[src/rtl/console_rx_fifo.sv]
// console_rx_fifo: 8N1 console UART receiver feeding a byte FIFO that the
// CPU polls through reg_dat_re / reg_dat_do. An empty FIFO reads as 0.
// Optional feature macro: CONSOLE_RX_FRAMING_CHECK_EN. When defined, bytes with a
// bad stop bit are dropped and counted on rx_frame_err.
module console_rx_fifo #(
   parameter int          DEPTH_LOG2  = 4,
   parameter logic [31:0] DEFAULT_DIV = 32'd53333
) (
   input  logic                  clk,
   input  logic                  resetn,
   input  logic                  ser_rx,
   input  logic [3:0]            reg_div_we,
   input  logic [31:0]           reg_div_di,
   output logic [31:0]           reg_div_do,
   input  logic                  reg_dat_re,
   output logic [31:0]           reg_dat_do,
   output logic [DEPTH_LOG2:0]   rx_level,
   output logic                  rx_overrun
`ifdef CONSOLE_RX_FRAMING_CHECK_EN
   ,
   output logic [7:0]            rx_frame_err
`endif
);

   localparam int DEPTH = 2 ** DEPTH_LOG2;
   localparam logic [DEPTH_LOG2:0] FULL_LEVEL = (DEPTH_LOG2 + 1)'(DEPTH);
   localparam logic [DEPTH_LOG2:0] LEVEL_ONE  = (DEPTH_LOG2 + 1)'(1);

   localparam logic [1:0] ST_IDLE  = 2'd0;
   localparam logic [1:0] ST_START = 2'd1;
   localparam logic [1:0] ST_DATA  = 2'd2;
   localparam logic [1:0] ST_STOP  = 2'd3;

   logic                  rx_meta_reg, rx_sync_reg, rx_prev_reg;
   logic [7:0]            div_lane_reg [4];
   logic [31:0]           div_reg, div_eff;
   logic [31:0]           frame_div_reg, frame_div_next;
   logic [31:0]           timer_reg, timer_next;
   logic [1:0]            state_reg, state_next;
   logic [2:0]            bit_idx_reg, bit_idx_next;
   logic [7:0]            shift_reg, shift_next;
   logic                  push_req;
   logic                  frame_err_evt;

   logic [7:0]            mem [DEPTH];
   logic [DEPTH_LOG2-1:0] wr_ptr_reg, rd_ptr_reg;
   logic [DEPTH_LOG2:0]   level_reg;
   logic                  overrun_reg;
   logic                  fifo_empty, fifo_full, pop, push_ok, overflow;

   // Two-flop synchroniser plus one delay flop for falling-edge detection
   always_ff @(posedge clk) begin
      if (!resetn) begin
         rx_meta_reg <= 1'b1;
         rx_sync_reg <= 1'b1;
         rx_prev_reg <= 1'b1;
      end else begin
         rx_meta_reg <= ser_rx;
         rx_sync_reg <= rx_meta_reg;
         rx_prev_reg <= rx_sync_reg;
      end
   end

   // Divider register, one independently writable byte lane per generate slot
   genvar gi;
   generate
      for (gi = 0; gi < 4; gi++) begin : g_div_lane
         always_ff @(posedge clk) begin
            if (!resetn)
               div_lane_reg[gi] <= DEFAULT_DIV[gi*8 +: 8];
            else if (reg_div_we[gi])
               div_lane_reg[gi] <= reg_div_di[gi*8 +: 8];
         end
         assign div_reg[gi*8 +: 8] = div_lane_reg[gi];
      end
   endgenerate

   assign div_eff    = (div_reg < 32'd2) ? 32'd2 : div_reg;
   assign reg_div_do = div_reg;

   // Receiver next-state logic; the divider is frozen per frame at the start edge
   always_comb begin
      state_next     = state_reg;
      timer_next     = timer_reg;
      bit_idx_next   = bit_idx_reg;
      shift_next     = shift_reg;
      frame_div_next = frame_div_reg;
      push_req       = 1'b0;
      frame_err_evt  = 1'b0;
      case (state_reg)
         ST_IDLE: begin
            if (rx_prev_reg && !rx_sync_reg) begin
               frame_div_next = div_eff;
               timer_next     = div_eff >> 1;
               state_next     = ST_START;
            end
         end
         ST_START: begin
            if (timer_reg == 32'd0) begin
               if (rx_sync_reg) begin
                  state_next = ST_IDLE;
               end else begin
                  timer_next   = frame_div_reg - 32'd1;
                  bit_idx_next = 3'd0;
                  state_next   = ST_DATA;
               end
            end else begin
               timer_next = timer_reg - 32'd1;
            end
         end
         ST_DATA: begin
            if (timer_reg == 32'd0) begin
               shift_next = {rx_sync_reg, shift_reg[7:1]};
               timer_next = frame_div_reg - 32'd1;
               if (bit_idx_reg == 3'd7)
                  state_next = ST_STOP;
               else
                  bit_idx_next = bit_idx_reg + 3'd1;
            end else begin
               timer_next = timer_reg - 32'd1;
            end
         end
         default: begin
            if (timer_reg == 32'd0) begin
               state_next = ST_IDLE;
`ifdef CONSOLE_RX_FRAMING_CHECK_EN
               push_req      = rx_sync_reg;
               frame_err_evt = !rx_sync_reg;
`else
               push_req      = 1'b1;
`endif
            end else begin
               timer_next = timer_reg - 32'd1;
            end
         end
      endcase
   end

   // Receiver state registers; reset aborts any frame in progress
   always_ff @(posedge clk) begin
      if (!resetn) begin
         state_reg     <= ST_IDLE;
         timer_reg     <= 32'd0;
         bit_idx_reg   <= 3'd0;
         shift_reg     <= 8'd0;
         frame_div_reg <= 32'd0;
      end else begin
         state_reg     <= state_next;
         timer_reg     <= timer_next;
         bit_idx_reg   <= bit_idx_next;
         shift_reg     <= shift_next;
         frame_div_reg <= frame_div_next;
      end
   end

   assign fifo_empty = (level_reg == '0);
   assign fifo_full  = (level_reg == FULL_LEVEL);
   assign pop        = reg_dat_re && !fifo_empty;
   assign push_ok    = push_req && (!fifo_full || pop);
   assign overflow   = push_req && fifo_full && !pop;

   // FIFO storage; a simultaneous pop frees the slot so a full FIFO still accepts
   always_ff @(posedge clk) begin
      if (push_ok)
         mem[wr_ptr_reg] <= shift_reg;
   end

   // FIFO pointers, fill level and sticky overrun (set beats clear)
   always_ff @(posedge clk) begin
      if (!resetn) begin
         wr_ptr_reg  <= '0;
         rd_ptr_reg  <= '0;
         level_reg   <= '0;
         overrun_reg <= 1'b0;
      end else begin
         if (push_ok)
            wr_ptr_reg <= wr_ptr_reg + 1'b1;
         if (pop)
            rd_ptr_reg <= rd_ptr_reg + 1'b1;
         if (push_ok && !pop)
            level_reg <= level_reg + LEVEL_ONE;
         else if (pop && !push_ok)
            level_reg <= level_reg - LEVEL_ONE;
         if (overflow)
            overrun_reg <= 1'b1;
         else if (pop)
            overrun_reg <= 1'b0;
      end
   end

   assign reg_dat_do = fifo_empty ? 32'h0 : {24'h0, mem[rd_ptr_reg]};
   assign rx_level   = level_reg;
   assign rx_overrun = overrun_reg;

`ifdef CONSOLE_RX_FRAMING_CHECK_EN
   logic [7:0] frame_err_reg;

   // Saturating count of frames whose stop bit sampled low
   always_ff @(posedge clk) begin
      if (!resetn)
         frame_err_reg <= 8'd0;
      else if (frame_err_evt && frame_err_reg != 8'hFF)
         frame_err_reg <= frame_err_reg + 8'd1;
   end

   assign rx_frame_err = frame_err_reg;
`endif

endmodule

[config.mk]
export PLATFORM = sky130hd
export DESIGN_NAME = console_rx_fifo
export DESIGN_NICKNAME = d
export VERILOG_FILES = /design/src/rtl/console_rx_fifo.sv
export SDC_FILE = /design/constraint.sdc
export NUM_CORES = 1
export LEC_CHECK = 0
export CORE_UTILIZATION = 60
export CTS_CLUSTER_SIZE = 12
export DETAILED_ROUTE_END_ITERATION = 16
export DONT_BUFFER_PORTS = 1
export PLACE_DENSITY = 0.8
export SKIP_CTS_REPAIR_TIMING = 1
export SLEW_MARGIN = 20
export SYNTH_ARGS = -nofsm -noshare
export SYNTH_HDL_FRONTEND = slang
export SYNTH_SLANG_ARGS = --single-unit
[constraint.sdc]
create_clock -name clk -period 8.65 [get_ports clk]
set_input_delay 0.865 -clock clk [delete_from_list [all_inputs] [get_ports clk]]
set_output_delay 0.865 -clock clk [all_outputs]
set_load 0.01 [all_outputs]
# == Word level (Yosys, flattened, before mapping) ==
# Memory sizes are Yosys's and may differ from the RTL's. A register that Yosys moved wholly into a read port is not among the register bits.
# Cells that the tools add are included.
# op_classes
n_addsub,7
mul,0
n_div,0
n_lt_le_gt_ge,1
n_eq_ne,12
n_shift,0
mux,47
bitwise_logic,4
reduce_logical,26
# op_table
operator,count
$mux W32,6
$pmux W32 S3,1
$sub A32 B1 Y32 const B,2
$mux W8,5
$logic_not A32 Y1,1
$lt A32 B2 Y1 const B,1
$mux W1,19
$mux W2,6
$mux W3,4
$ne A2 B2 Y1 const B,6
$mux W5,2
$reduce_and A5 Y1,2
$add A4 B1 Y4 const B,2
$mux W4,2
$reduce_bool A2 Y1,4
$logic_and A1 B1 Y1,7
$pmux W2 S3,1
$pmux W3 S2,1
$add A5 B1 Y5 const B,1
$eq A5 B5 Y1 const B,1
$logic_not A1 Y1,5
$logic_not A5 Y1,1
$sub A5 B1 Y5 const B,1
$ne A4 B1 Y1 const B,1
other kinds (11),15
# totals
regBits,94
latch_bits,0
mem_bits_rw,160
romBits,0
input_bits,40
output_inout_bits,70
elab_cells,111
mem_count,2
# mem_list
name,words,width,read_ports,rd_clocked_by_memory_dff,wr,line_no,rtl
mem,16,8,1,1,1,45,logic [7:0] mem [DEPTH];
div_lane_reg,4,8,4,0,4,35,logic [7:0] div_lane_reg [4];

# == Depth between registers and ports, before layout ==
# Gate-level depths: netlist (run 1).
# logic_depth
ltp_word,9
ltp_mapped,16
ltp_nobuf,14

# == Least setup slack after synthesis (run 1) ==
# Ideal clock, no wire load.
# synth_path
path_type,flip-flop to flip-flop
startpoint,reg timer_reg[14]
endpoint,reg level_reg[4] (netlist: rx_level[4])
setup_time_ps,70
t_arrival_ps,3403
required_time_ps,8580
setup_slack_ps,5177
path_stages_with_launch,16
path_buffers,3
period_less_slack_ps,3473
cell_sequence,dfxtp_1 -> clkbuf_1 -> nor4_1 -> and4_1 -> buf_2 -> nand3_1 -> buf_2 -> nor3_2 -> ha_1 -> inv_1 -> fa_1 -> a21o_1 -> a21oi_1 -> xnor2_1 -> or3_1 -> a21oi_1
# synth_via
elab_chain_len,7
word_cells_on_any_way,9
classes_between,mux (3); reduce/logical (6)
# synth_rtl
item,line_no,rtl
start: declaration,38,"logic [31:0] timer_reg, timer_next;"
start signal: assignment,149,timer_reg <= timer_next;
$logic_not A32 Y1 *,124,if (timer_reg == 32'd0) begin
$mux W1 *,124,
$mux W1 *,90,case (state_reg)
$logic_and A1 B1 Y1 *,159,assign push_ok = push_req && (!fifo_full || pop);
named net push_ok,49,"logic fifo_empty, fifo_full, pop, push_ok, overflow;"
$logic_not A1 Y1,182,else if (pop && !push_ok)
$logic_and A1 B1 Y1,182,
$reduce_bool A2 Y1 (no source line),--,
end signal: assignment,181,level_reg <= level_reg + LEVEL_ONE;
end signal: assignment,183,level_reg <= level_reg - LEVEL_ONE;
end: declaration,47,logic [DEPTH_LOG2:0] level_reg;
# Mark *: on every way through the listed nets, which the timed path passes. The rest lies on a longest branch.
# A chain may end at the register's enable or synchronous reset.

# == Worst setup path after layout (run 1) ==
# layout_path
startpoint,reg timer_reg[11]
endpoint,reg level_reg[4] (netlist: rx_level[4])
# Same word-level chain as after synthesis.

==> results of run 1 <==
## worst max-delay path: stages (launching register included)
cell,delay [ns]
dfxtp_1,0.33
nor3_1,0.57
and4_1,0.49
nand3_1,0.54
nor3_2,0.63
ha_1,0.31
inv_1,0.12
fa_1,0.43
a21o_1,0.19
a21oi_1,0.18
xnor2_1,0.10
or3_1,0.31
a21oi_1,0.15
## metal layers
metal | up-vias | GRT usage [%] | share of wire (%)
li1 | 3902 | - | -
met1 | 4097 | 38.3 | 41
met2 | 442 | 45.7 | 47
met3 | 78 | 6.13 | 8.9
met4 | 0 | 8.92 | 2.9
met5 | - | 0 | 0
## cell usage after synthesis, drive strengths merged, types with 4 or more instances
master	n	area, sq um
a21oi	78	390
nor3	36	185
a32o	4	40.0
buf	37	245
nand3	26	135
a211o	4	35.0
o21ai	40	200
clkbuf	51	191
or2	11	68.8
a21o	5	37.5
mux2i	5	50.1
and3	30	188
ha	18	225
a31oi	7	43.8
xnor2	22	193
o31ai	7	52.6
a221oi	7	61.3
a211oi	5	37.5
or4	10	82.6
or3	7	46.3
nand2b	13	81.3
o211ai	7	52.6
nand4	16	106
o22ai	13	81.3
nand2	111	417
nor4	28	226
nor2	63	236
nor2b	10	62.6
inv	17	63.8
o41ai	4	35.0
dfxtp	98	1960
and2	8	50.1
edfxtp	160	4800
o21a	4	30.0
mux4	40	901
xor2	15	131
a22oi	8	60.1
## area by class of cell
cell class                 count  area (sq um)
inverter                      18          67.6
clock inverter                 9          61.3
multi-input combinational    717          4980
fill                        1476          6650
sequential                   258          6770
timing repair buffer           8          60.1
clock buffer                  41           738
tap                          265           332
## stage by stage
| stage | std cells | area, sq um |
|---|---|---|
| global route | 1316 | 13000 |
| floorplan | 1081 | 12200 |
| detailed placement | 1266 | 12200 |
| CTS | 1316 | 13000 |
| global placement | 1266 | 12200 |
| finish | 1316 | 13000 |
## cell families after synthesis
kind of cell	Yosys count	share of synthesized area (%)
other	1	0.0309
AND/OR/NAND/NOR	379	16.3
AO/OA/AOI/OAI	213	11.1
XOR/XNOR	37	2.67
flip-flops	258	55.8
adder cells (fa/ha/maj)	19	2.02
buffers and inverters	106	4.16
multiplexers	45	7.84
## final timing paths
kind / endpoint / slack [ns] / depth (start not counted)
max: rx_level[4] / 4.21 / 12
min: rx_sync_reg / 0.41 / 1
max reg2reg: rx_level[4] / 4.21 / 12
min reg2reg: rx_sync_reg / 0.41 / 1
## report_power, final
| group | switching [mW] | total, mW | internal [mW] |
|---|---|---|---|
| sequential | 0.121 | 1.50 | 1.38 |
| combinational | 0.865 | 1.33 | 0.464 |
| clock | 0.461 | 1.05 | 0.591 |
| total | 1.45 | 3.88 | 2.43 |
==> metrics.txt, run 1 <==
outcome completed; initial core utilization 61.7%; IO Port Bufs 0; Longest Clk Path Bufs 3; area grow syn2layout 7.32%; most common cell after layout, fill and taps aside edfxtp_1; Post-synth EDFFs 160; warnings from Yosys 0; critical path required time ~9.1 ns; Netlist Area Pre-Place about 12000 sq um; number of global-route vias before repair 7996; DRT antenna net count 0; worst hold margin about 0.41 ns; crit path from timer_reg[11]; relative slew slack slightly above 40%; CTS tree done; clk root buf clkbuf_16; Skew-Pair Late Insertion Delay 0.55 ns; Reg2Reg Launch Point timer_reg[11]; via count ~8500; #FFs+latches synth around 260; final setup violation count 0; layout cell share with drive strength beyond 1 between 10 and 15%; first-pass GRT wire length around 44000 um; Residual DRC 0; WL/cell approximately 22 um; IO Count between 100 and 150; Hold Violations, Final 0; CTS sink cnt between 200 and 300; setup TNS 0 ns; syn_area_per_cell between 10 and 15 sq um; post-synthesis cell count ~1100; CTS buffer count 27; Clock Skews ~0.012 ns; full die area around 21000 sq um; dpl hpwl 19500 um; pre-CTS setup slack 4.31 ns; GPL Wtd Cong roughly 0.93; DRT Pass-1 Iters 6; maximum VDD drop 0.000209 V; Leakage Power ~4.5 nW; share of the yosys chip area belonging to registers 55.8%; element type at the critical path start register; Final Util 66.2%; Final min period 4.44 ns; Core Area 19700 sq um; max reg flops 128; Setup crit end kind register; top_reg_cell synth edfxtp_1; ys async rst share 0%; die height roughly 140 um; Total Wirelength ~29000 um; Max Slew Vio Count 0; Crit Path Class register to register; Hold WC Path Type register to register; worst-margin pin slew between 0.8 and 0.9 ns; RSZ-0062 raised after global routing false; final worst slack 4.21 ns; Period Utilization, post-route between 50% and 60%; min-delay src rx_meta_reg; Clock Pin Slew Worst Setup and Hold Paths 0.06 ns; Synth cell types 74; Max-cap violations 0; CP arrival around 5 ns; Die Wd roughly 140 um; detail-routed via count per cell between 6 and 7; grt ovf 0; commonest cells after routing, fill and taps aside edfxtp_1, nand2_1, dfxtp_1; Total Power approximately 3.9 mW; Ant. Diodes 0; CP Max Fanout 15; H-tree lvl count 1; fin nets ~1100; row cnt slightly above 50; fmax ~0.23 GHz; Largest Register mem; antenna violations before repair 0; largest net degree at the start of global routing just under 60; First DRT Iteration DRCs around 870; All-Layer GR Usage between 20 and 30%; Power Density between 200 and 300 nW/um^2
Note: power is estimated with default switching activity, not from simulation.
==> run 2: changes to the inputs <==
- clock period: 8.65 -> 4.55 ns (I/O delays scaled with it)
==> metrics.txt, run 2 (same netlist as run 1, synthesis figures left out) <==
All-Layer GR Usage around 29%; fmax ~0.26 GHz; Longest Clk Path Bufs 3; DRT antenna net count 0; critical path required time 5.01 ns; flip-flop and latch area approximately 6800 sq um; Critical Path Max Stage Delay 0.57 ns; critical path's slowest cell nor3_1; IO Count 110; Residual DRC 0; Final min period around 3.8 ns; GPL Wtd Cong slightly above 0.9; IO Port Bufs 0; final setup violation count 0; Hold Violations, Final 0; clk root buf clkbuf_16; CP arrival ~4.3 ns; layout cell share with drive strength beyond 1 between 10% and 20%; min-delay src ser_rx; fin area roughly 13000 sq um; Period Utilization, post-route 84.1%; grt ovf 0; CTS buffer count 27; maximum VDD drop between 0.0004 and 0.0005 V; critical-path cell list nor3_1 > and4_1 > nand3_1 > nor3_2 > ha_1 > inv_1 > fa_1 > a21o_1 > a21oi_1 > xnor2_1 > or3_1 > a21oi_1; RSZ-0062 raised after global routing false; DP Area 12200 sq um; outcome completed; Max-cap violations 0; element type at the critical path start register; fin nets ~1100; Setup crit end kind register; detail-routed via count per cell around 6.5; Buf+Inv Stages, Crit Path 1; H-tree lvl count 1; Power Density 572 nW/um^2; Skew-Pair Late Insertion Delay around 0.54 ns; commonest cells after routing, fill and taps aside edfxtp_1, nand2_1, dfxtp_1; initial core utilization between 60% and 70%; DRT Pass-1 Iters 5; largest net degree at the start of global routing 58; crit path from timer_reg[11]; setup TNS 0 ns; Core Area 19700 sq um; Largest Register mem; via count 8568; first-pass GRT wire length ~45000 um; CTS sink cnt approximately 260; Multi-input gate area a little under 5000 sq um; Ant. Diodes 0; Hold WC Path Type input port to register; max reg flops 128; WL/cell 22.4 um; dpl hpwl a little under 20000 um; antenna violations before repair 0; Clock Pin Slew Worst Setup and Hold Paths ~0.06 ns; # fillers between 1000 and 1500; Leakage Power ~4.5 nW; CTS tree done; Die Wd roughly 140 um; family with the most delay on the worst path simple AND/OR/NAND/NOR gates; Max Slew Vio Count 0; die height 144 um; most common cell after layout, fill and taps aside edfxtp_1; CP Max Fanout 9; worst-margin pin slew 1.22 ns; relative slew slack between 10% and 20%; pre-CTS setup slack 0.812 ns; most used cell, CP a21oi_1; First DRT Iteration DRCs between 1000 and 1500; Clock Skews 0.0144 ns; fin cells about 1300; Reg2Reg Launch Point timer_reg[11]; number of global-route vias before repair ~8000; Total Wirelength a little under 30000 um; final worst slack approximately 0.72 ns; row cnt 51; full die area between 20000 and 25000 sq um; Crit Path Class register to register; Placed Cells 1274; area grow syn2layout 7.89%
run 2: metal layers:
layer / GRT usage (%) / part of all wire, %
met5: 0 / 0
met4: 11.7 / 3.7
met3: 8.54 / 11
met2: 45.4 / 46
met1: 38.2 / 39
run 2: path summary, 6_finish.rpt:
check                end  slack [ns]  cells past startpoint
max          rx_level[4]        0.72                     12
min          rx_meta_reg        0.03                      1
max reg2reg  rx_level[4]        0.72                     12
min reg2reg  rx_sync_reg        0.41                      1
run 2: area by class of cell:
cell class	instances	share of cell area (%)
multi-input combinational	717	37.9
tap	265	2.54
inverter	18	0.517
clock buffer	41	5.57
timing repair buffer	16	0.918
clock inverter	9	0.832
sequential	258	51.8
run 2: metrics by stage:
stage               utilization, %  hold slack (ns)  power, mW
global placement              62.3            0.389       5.32
finish                        66.5           0.0286       7.49
CTS                           66.5          0.00180       7.44
detailed placement            62.3            0.398       5.35
floorplan                        -            0.386       4.76
global route                  66.5          0.00254       7.83
run 2: where the power goes:
part           internal, mW  total [mW]  switching, mW
clock network          1.22        2.10          0.882
logic                 0.901        2.54           1.64
registers              2.62        2.85          0.230
total                  4.74        7.49           2.75
run 2: worst reg2reg max path, stage by stage, from the launching register on:
cell and delay [ns]:
dfxtp_1 0.34, nor3_1 0.57, and4_1 0.50, nand3_1 0.22
nor3_2 0.43, ha_1 0.27, inv_1 0.10, fa_1 0.42
a21o_1 0.20, a21oi_1 0.18, xnor2_1 0.09, or3_1 0.30
a21oi_1 0.13
==> run 3: changes to the inputs <==
- CORE_UTILIZATION: 60 -> 58
- clock period: 4.55 -> 3.34 ns (I/O delays scaled with it)
==> metrics.txt, run 3 (same netlist as run 1, synthesis figures left out) <==
outcome completed; Longest Clk Path Bufs 3; Largest Register mem; flip-flop and latch area around 6800 sq um; DRT Pass-1 Iters 6; final worst slack 0.199 ns; RSZ-0062 raised after global routing false; element type at the critical path start register; DP Area 12500 sq um; Hold Violations, Final 0; via count roughly 9000; Clock Pin Slew Worst Setup and Hold Paths approximately 0.060 ns; internal power ~7.0 mW; All-Layer GR Usage roughly 28%; Crit Path Class register to register; Skew-Pair Late Insertion Delay ~0.54 ns; full die area between 20000 and 25000 sq um; grt ovf 0; NetSw 3.88 mW; area grow syn2layout 12.4%; Flop pwr share 35.1%; fin area 13600 sq um; most common cell after layout, fill and taps aside edfxtp_1; Combinational Power Share a little over a third; setup TNS 0 ns; Period Utilization, post-route 94.0%; Die Wd about 150 um; Ant. Diodes 0; Leakage Power 4.77 nW; final setup violation count 0; CTS tree done; antenna violations before repair 0; maximum VDD drop 0.000597 V; IO Port Bufs 0; relative slew slack about a third; Final Util approximately 67%; Clock Skews between 0.01 and 0.015 ns; CTS sink cnt 258; Residual DRC 0; Hold WC Path Type input port to register; Total Power 10.9 mW; Core Area 20400 sq um; Setup crit end kind register; Total Wirelength 30100 um; number of global-route vias before repair between 8000 and 9000; # fillers 1427; Power Density 802 nW/um^2; pre-CTS setup slack ~0.14 ns; clk root buf clkbuf_16; CP arrival roughly 3.6 ns; dpl hpwl ~20000 um; sw frac a little over a third; layout cell share with drive strength beyond 1 15.0%; row cnt 52; Clock power frac 29.1%; First DRT Iteration DRCs ~860; Max-cap violations 0; critical path required time 3.81 ns; GPL Wtd Cong ~0.90; Max Slew Vio Count 0; IO Count 110; fmax 0.318 GHz; CP Max Fanout 5; first-pass GRT wire length about 47000 um; detail-routed via count per cell ~6.4; CTS buffer count 28; commonest cells after routing, fill and taps aside edfxtp_1, nand2_1, dfxtp_1; die height between 100 and 150 um; Multi-input gate area ~5000 sq um; worst-margin pin slew about 0.98 ns; WL/cell 21.9 um; initial core utilization about three fifths; DRT antenna net count 0; H-tree lvl count 1; Final min period 3.14 ns; fin nets roughly 1100; max reg flops between 100 and 150; largest net degree at the start of global routing slightly below 60
-- run 3: final timing paths --
check              start       endpoint  slack (ns)  cells past startpoint
max          rx_level[1]    rx_level[4]        0.20                     11
min               resetn  timer_reg[25]        0.02                      2
max reg2reg  rx_level[1]    rx_level[4]        0.20                     11
min reg2reg  rx_meta_reg    rx_sync_reg        0.42                      1
-- run 3: area by class of cell --
type                    instances  area share, %
flip-flops and latches        258           49.7
multi-input cells             717           36.8
clock buffers                  40           5.62
repair buffers                 59           3.53
well taps                     270           2.48
clock inverters                11           1.39
inverters                      18          0.496
-- run 3: layer usage --
layer	GRT usage [%]	vias up	wire, um
met5	0	-	0
met2	48.5	499	15200
met3	4.97	84	2740
met1	34.8	4183	11100
li1	-	3998	-
met4	11.0	0	1020
-- run 3: stage by stage --
stage,cells,hold slack [ns]
floorplan,1081,0.386
global placement,1311,0.397
detailed placement,1311,0.404
CTS,1362,-0.139
global route,1373,0.0124
finish,1373,0.0201
-- run 3: power groups by stage --
stage | Sequential [mW] | Combinational, mW | Clock (mW)
2_1_floorplan | 3.81 | 2.70 | 0
3_3_place_gp | 3.86 | 3.65 | 0
3_5_place_dp | 3.88 | 3.71 | 0
4_1_cts | 3.82 | 3.75 | 3.21
5_1_grt | 3.87 | 4.20 | 3.32
6_report | 3.84 | 3.91 | 3.18
-- run 3: critical path, stage by stage, from the launching register on --
cell and delay [ns]:
dfxtp_1 0.40, or4_1 0.59, nor3b_1 0.41, nor3_4 0.08, ha_1 0.24, inv_1 0.15
ha_1 0.29, a21o_1 0.18, a21oi_1 0.18, xnor2_1 0.09, or3_1 0.30, a21oi_1 0.14
